<file path="src/rtl/tour_cmd_sequencer.sv">
// Host-side command player for RemoteComm: plays a loaded list of 16-bit Knight
// commands one at a time and checks each response byte against the positive ack.
module tour_cmd_sequencer #(
   parameter int          DEPTH      = 32,
   parameter logic [7:0]  ACK_VAL    = 8'hA5,
   parameter logic [23:0] TMO_CYCLES = 24'd10_000_000
) (
   input  logic                     clk,
   input  logic                     rst,
   input  logic                     wr_en,
   input  logic [15:0]              wr_data,
   input  logic                     clr_list,
   input  logic                     start,
   input  logic                     abort,
   output logic [15:0]              cmd,
   output logic                     snd_cmd,
   input  logic                     cmd_snt,
   input  logic                     resp_rdy,
   input  logic [7:0]               resp,
   output logic                     busy,
   output logic                     done,
   output logic                     err,
   output logic [1:0]               err_code,
   output logic [$clog2(DEPTH)-1:0] err_idx,
   output logic [7:0]               bad_resp,
   output logic [$clog2(DEPTH):0]   list_len
);
   localparam int          IW   = $clog2(DEPTH);
   localparam logic [IW:0] FULL = (IW+1)'(DEPTH);

   typedef enum logic [2:0] {
      S_IDLE, S_LOAD, S_SEND, S_WAIT_SNT, S_WAIT_RESP, S_DONE, S_ERR
   } state_t;

   state_t        state, state_n;
   logic [15:0]   mem [DEPTH];
   logic [IW-1:0] idx;
   logic [23:0]   cnt;

   logic          mem_we, len_clr, play, nxt, ld_cmd, cnt_clr, fail;
   logic [1:0]    fail_code;
   logic          last_slot;

   assign last_slot = ({1'b0, idx} == (list_len - 1'b1));

   always_comb begin
      state_n   = state;
      mem_we    = 1'b0;
      len_clr   = 1'b0;
      play      = 1'b0;
      nxt       = 1'b0;
      ld_cmd    = 1'b0;
      cnt_clr   = 1'b0;
      fail      = 1'b0;
      fail_code = 2'd0;
      case (state)
         S_IDLE, S_DONE, S_ERR: begin
            // start beats clr_list beats wr_en; loading only while IDLE
            if (start) begin
               play    = 1'b1;
               state_n = (list_len == '0) ? S_DONE : S_LOAD;
            end else if (clr_list) begin
               len_clr = 1'b1;
               state_n = S_IDLE;
            end else if (wr_en && state == S_IDLE && list_len != FULL) begin
               mem_we = 1'b1;
            end
         end
         S_LOAD: begin
            ld_cmd  = 1'b1;
            state_n = S_SEND;
         end
         S_SEND: begin
            if (abort) begin
               fail      = 1'b1;
               fail_code = 2'd3;
            end else begin
               state_n = S_WAIT_SNT;
            end
         end
         S_WAIT_SNT: begin
            if (abort) begin
               fail      = 1'b1;
               fail_code = 2'd3;
            end else if (cmd_snt) begin
               cnt_clr = 1'b1;
               state_n = S_WAIT_RESP;
            end
         end
         S_WAIT_RESP: begin
            // a response on the limit cycle still counts as a response
            if (abort) begin
               fail      = 1'b1;
               fail_code = 2'd3;
            end else if (resp_rdy) begin
               if (resp == ACK_VAL) begin
                  if (last_slot) begin
                     state_n = S_DONE;
                  end else begin
                     nxt     = 1'b1;
                     state_n = S_LOAD;
                  end
               end else begin
                  fail      = 1'b1;
                  fail_code = 2'd1;
               end
            end else if (cnt == TMO_CYCLES - 24'd1) begin
               fail      = 1'b1;
               fail_code = 2'd2;
            end
         end
         default: state_n = S_IDLE;
      endcase
      if (fail) state_n = S_ERR;
   end

   always_ff @(posedge clk) begin
      if (rst) begin
         state    <= S_IDLE;
         cmd      <= '0;
         idx      <= '0;
         cnt      <= '0;
         err_code <= '0;
         err_idx  <= '0;
         bad_resp <= '0;
         list_len <= '0;
      end else begin
         state <= state_n;
         if (mem_we)  list_len <= list_len + 1'b1;
         if (len_clr) begin
            list_len <= '0;
            err_code <= '0;
         end
         if (play) begin
            idx      <= '0;
            err_code <= '0;
         end
         if (nxt)    idx <= idx + 1'b1;
         if (ld_cmd) cmd <= mem[idx];
         if (cnt_clr)                    cnt <= '0;
         else if (state == S_WAIT_RESP)  cnt <= cnt + 24'd1;
         if (fail) begin
            err_code <= fail_code;
            err_idx  <= idx;
            if (fail_code == 2'd1) bad_resp <= resp;
         end
      end
   end

   // storage is deliberately left out of reset so it can map onto RAM
   always_ff @(posedge clk) begin
      if (mem_we && !rst) mem[list_len[IW-1:0]] <= wr_data;
   end

   assign snd_cmd = (state == S_SEND);
   assign busy    = (state == S_LOAD) || (state == S_SEND) ||
                    (state == S_WAIT_SNT) || (state == S_WAIT_RESP);
   assign done    = (state == S_DONE);
   assign err     = (state == S_ERR);

endmodule

</file>
<file path="config.mk">
export PLATFORM = sky130hd
export DESIGN_NAME = tour_cmd_sequencer
export DESIGN_NICKNAME = d
export VERILOG_FILES = /design/src/rtl/tour_cmd_sequencer.sv
export SDC_FILE = /design/constraint.sdc
export NUM_CORES = 1
export LEC_CHECK = 0
export CORE_ASPECT_RATIO = 0.75
export CORE_MARGIN = 4
export CORE_UTILIZATION = 30
export CTS_BUF_LIST = sky130_fd_sc_hd__clkbuf_4
export DETAILED_ROUTE_END_ITERATION = 10
export SYNTH_ARGS = -nofsm -noshare
export SYNTH_HDL_FRONTEND = slang
export SYNTH_SLANG_ARGS = --single-unit
</file>
<file path="constraint.sdc">
create_clock -name clk -period 5.4 [get_ports clk]
set_clock_uncertainty 0.15 [all_clocks]
set_input_delay 1.08 -clock clk [delete_from_list [all_inputs] [get_ports clk]]
set_output_delay 1.08 -clock clk [all_outputs]
set_load 0.02 [all_outputs]
</file>
Yosys cells after proc, flatten, opt, wreduce, memory -nomap -nowiden
Memory sizes are Yosys's and may differ from the RTL's. A register that Yosys moved wholly into a read port is not among the register bits.
Index checks and enable logic that the tools add are counted.
- reduce and logical (&&, ||, !) cells: 19
- add/sub/neg operators: 4
- multiplexer cells: 49
- eq/ne operators: 25
- operators with widths (cell ; count):
    $mux 3 ; 11
    $mux 1 ; 26
    $add 24x1->24 const B ; 1
    $eq 24x24->1 const B ; 1
    $ne 3x3->1 const B ; 6
    $pmux 3 s5 ; 1
    $mux 2 ; 7
    $reduce_and 7->1 ; 2
    $ne 2x2->1 const B ; 6
    $mux 5 ; 2
    $eq 3x3->1 const B ; 3
    $eq 8x8->1 const B ; 1
    $reduce_or 2->1 ; 4
    $add 6x1->6 const B ; 1
    $eq 3x2->1 const B ; 2
    $eq 5x6->1 ; 1
    $logic_not 6->1 ; 1
    $ne 6x6->1 const B ; 1
    $sub 6x1->6 const B ; 1
    $add 5x1->5 const B ; 1
    $ne 4x4->1 const B ; 1
    $pmux 2 s2 ; 1
    $eq 3x1->1 const B ; 1
    $logic_and 1x1->1 ; 3
    other kinds (10) ; 12
- output and inout bits: 41
- memory bits (writable): 512
- memories: 1
- input port bits: 32
- bits in registers: 53
- memory list (memory ; words ; width ; read ports ; clocked after memory_dff ; wr ports ; line ; RTL):
    mem ; 32 ; 16 ; 1 ; 1 ; 1 ; 36 ; logic [15:0] mem [DEPTH];

Depth between registers and ports, before layout
- depth in word-level cells: 10
- mapped depth: 10
- depth with buffers taken out: 8

Worst setup path before layout
Ideal clock, no wire load.
- kind: input-to-reg
- start point: input port wr_en
- end point: memory mem[29][0], enable pin
- setup slack: 1.937 ns
- data required time: 4.862 ns
- arrival time: 2.925 ns
- stages: 5
- path buffers: 0
- cells stage by stage: or4b_4 -> a211oi_4 -> and2_1 -> nand2_1 -> nor2_1
- longest elaborated chain between the ends: 9
- ends and longest elaborated chain (item ; line ; RTL):
    from (decl) ; 10 ; input logic wr_en,
    $logic_and 1x1->1 (2 in series) ; 65 ; end else if (wr_en && state == S_IDLE && list_len != FULL) begin
    $mux 1 ; 65 ;
    $mux 1 ; 62 ; end else if (clr_list) begin
    $mux 1 ; 59 ; if (start) begin
    $mux 1 ; 56 ; case (state)
    $logic_and 1x1->1 ; 152 ; if (mem_we && !rst) mem[list_len[IW-1:0]] <= wr_data;
    $mux 1 ; 152 ;
    $mux 1 (not written as such) ; 152 ;
    to (decl) ; 36 ;
Every way passes these cells.

Worst setup path in the final report
- start point: register state[0]
- end point: output port busy
- longest elaborated chain between the ends: 4
- ends and longest elaborated chain (item ; line ; RTL):
    from (decl) ; 35 ; state_t state, state_n;
    from (signal assigned) ; 128 ; state <= state_n;
    $eq 3x1->1 / $eq 3x2->1 (equally long branches) ; 156 ; assign busy = (state == S_LOAD) || (state == S_SEND) ||
    $logic_or 1x1->1 (2 in series) ; 156 ;
    $logic_or 1x1->1 (*) ; 157 ; (state == S_WAIT_SNT) || (state == S_WAIT_RESP);
    to (decl) ; 20 ; output logic busy,
Every way passes the cells marked *; elsewhere a longest branch is shown, timed or not.

==> metrics.txt <==
outcome completed; postcts setup bufs 0; critical-path cell list nor2_1 -> xnor2_1 -> clkdlybuf4s50_1; Overall Power 9.52 mW; Simple-Gate Fraction of Synth Area 4.98%; Nets 1,482; required time of the critical path 4.17 ns; Initial DRC Count 1,573; Cell Area, Synth 23,000 sq um; max-slew violations 0; path depth of the worst reg2reg path 8; min cycle time layout 3.88 ns; Area growth syn-to-layout 17.4%; Main synth FF type edfxtp_1; Root Driver clkbuf_4; final worst-path cycle share 71.8%; drt total wl 58,000 um; initial core utilization 30.4%; critical path endpoint busy; Core Region 75,500 sq um; wire per inst 22.6 um; RSZ-0062 raised after global routing false; CTS Buf Count 138; XOR/XNOR Fraction of Synth Area 1.33%; Mapped Avg Cell Area 18.6 sq um; worst r2r src list_len[0]$_SDFFE_PP0P_; HP Class reg2reg; CP max FO 13; routed via count 12,500; initial antenna violation count 2; Setup TNS 0 ns; CP max stage delay 0.66 ns; Site Rows 87; first-pass GRT wire length 84,500 um; clock slew seen by the registers of the worst setup and hold paths 0.06 ns; # DRC 0; Worst-Skew Late Latency 0.89 ns; Cell Int Power 7.23 mW; cell leakage power 8.44 nW; async set-reset flop share out of synthesis 0%; FF-to-FF End mem[22][13]$_DFFE_PP_; number of setup violations in the final report 0; Hold Vio Cnt, Final 0; most frequent cells in the layout edfxtp_1, clkbuf_4, mux4_2; Ys Warns 0; commonest non-fill, non-tap cell in the layout edfxtp_1; Post-DP HPWL 36,700 um; clock group share of total power 39.5%; Die Y-Extent 248 um; die area 81,200 sq um; vias in the first global route 12,800; grt ovf 0; Final WS setup 1.52 ns; Post-Synthesis Cells 1,235; share of layout cells above drive strength 1 28.7%; Max Buffers Root-to-Sink 3; I/O pins 73; Vias/cell 4.88; flops & latches, synth 581; Relative slew margins 17.7%; Max stage delay cell, worst path clkdlybuf4s50_1; total nets after synthesis 1,273; # hold bufs at CTS 0; Synth Area in Compound Gates 3.61%; number of flops mapped to enable cells by yosys 512; actual slew at the worst max-slew pin 1.23 ns; Port Buf Inserts 72; NetSw 2.29 mW; switching power share of the total 24.1%; Die W 328 um; adder-cell share of the synthesized area 0.326%; CTS tree built; CP Class reg2out; Routed Antenna Nets 0; Unique masters post-synth 66; # fillers 7,100; Worst Setup Start Kind register; Final GP Congestion 0.861; Worst VDD drop 0.169 mV; r2r setup slk 1.93 ns; mux contribution to synthesized area 15.3%; Sequential Power Share 52.9%; post-CTS sizing 0; Critical Path AT 2.65 ns; CTS H-tree depth 4; Max Cap Viol 0; main combinational cell family by area after synthesis multiplexers; Clock Sink Count 581; pre-CTS worst setup slack 1.35 ns; Tot GR Track Use 14.2%; TritonRoute pass-1 iters 5; Crit. Startpoint state[0]$_SDFFE_PP0P_; PwrDens 353 nW/um^2; post-synthesis sequential area ratio 72.9%; CP Capture Type primary output; Max Fclk 0.258 GHz; largest net degree at the start of global routing 55; power share of the combinational group 7.5%
-- cell usage after synthesis, types with 18 or more instances --
| master | count | share of area (%) |
|---|---|---|
| edfxtp_1 | 512 | 67 |
| mux4_2 | 127 | 12 |
| nor2_1 | 94 | 1.5 |
| dfxtp_1 | 69 | 6.0 |
| mux2i_1 | 56 | 2.4 |
| nand2_1 | 38 | 0.62 |
| a21oi_1 | 33 | 0.72 |
| clkbuf_1 | 26 | 0.42 |
| a211oi_1 | 25 | 0.82 |
| xor2_1 | 23 | 0.88 |
| buf_2 | 18 | 0.39 |
| nor2b_1 | 18 | 0.49 |
-- state kept, by name, indices dropped and copies added, names as in the netlist --
register	flops
mem	512
cnt	24
cmd	16
bad_resp	8
list_len	6
err_idx	5
idx	5
state	3
err_code	2
-- cell families after synthesis --
kind of cell | count (synthesis)
flops | 581
simple gates | 228
mux | 191
compound gates | 121
buf+inv | 73
xor+xnor | 35
fa+ha+maj | 6
-- power by group through the flow --
stage          sequential [mW]  clock [mW]  combinational [mW]
2_1_floorplan             5.14           0               0.333
3_3_place_gp              5.14           0               0.701
3_5_place_dp              5.14           0               0.711
4_1_cts                   5.04        3.88               0.714
5_1_grt                   5.05        4.15               0.768
6_report                  5.04        3.77               0.718
-- final cells by class --
class	count	area, sq um	share of cell area [%]
diodes	3	7.51	0.0278
clock buffers	205	1540	5.70
clock inverters	35	305	1.13
inverters	9	33.8	0.125
multi-input cells	581	5890	21.8
flip-flops and latches	581	16800	62.1
well taps	1023	1280	4.74
repair buffers	133	1170	4.35
-- per-layer routing --
| layer | vias up | routed length (um) | GRT usage, % |
|---|---|---|---|
| met3 | 84 | 6310 | 5.56 |
| met4 | 0 | 972 | 3.91 |
| li1 | 5486 | - | - |
| met5 | - | 0 | 0 |
| met2 | 545 | 24700 | 20.0 |
| met1 | 6423 | 26100 | 20.4 |
-- metrics by stage --
stage / instances / hold WS, ns / utilization [%] / area, sq um
3_3_place_gp: 2327 / 0.324 / 33.3 / 25100
2_1_floorplan: 1235 / 0.315 / - / 23000
6_report: 2570 / 0.343 / 35.7 / 27000
5_1_grt: 2568 / 0.367 / 35.7 / 27000
4_1_cts: 2567 / 0.344 / 35.7 / 27000
3_5_place_dp: 2327 / 0.334 / 33.3 / 25100
-- worst min path at each step --
| stage | from | end | slack (ns) | cells after the start |
|---|---|---|---|---|
| floorplan | cnt[1]$_SDFFE_PP0P_ | cnt[1]$_SDFFE_PP0P_ | 0.31 | 2 |
| global placement | cnt[1]$_SDFFE_PP0P_ | cnt[1]$_SDFFE_PP0P_ | 0.32 | 2 |
| detailed placement | cnt[1]$_SDFFE_PP0P_ | cnt[1]$_SDFFE_PP0P_ | 0.33 | 2 |
| CTS | cnt[1]$_SDFFE_PP0P_ | cnt[1]$_SDFFE_PP0P_ | 0.34 | 2 |
| global route | cnt[1]$_SDFFE_PP0P_ | cnt[1]$_SDFFE_PP0P_ | 0.37 | 2 |
| finish | cnt[1]$_SDFFE_PP0P_ | cnt[1]$_SDFFE_PP0P_ | 0.34 | 2 |
-- worst max-delay path, delay by kind of cell (launching register included) --
| family | cells | cell delay, ns |
|---|---|---|
| flops | 1 | 0.65 |
| xor+xnor | 1 | 0.24 |
| simple gates | 1 | 0.22 |
| buf+inv | 1 | 0.66 |
Note: power is estimated with default switching activity, not from simulation.
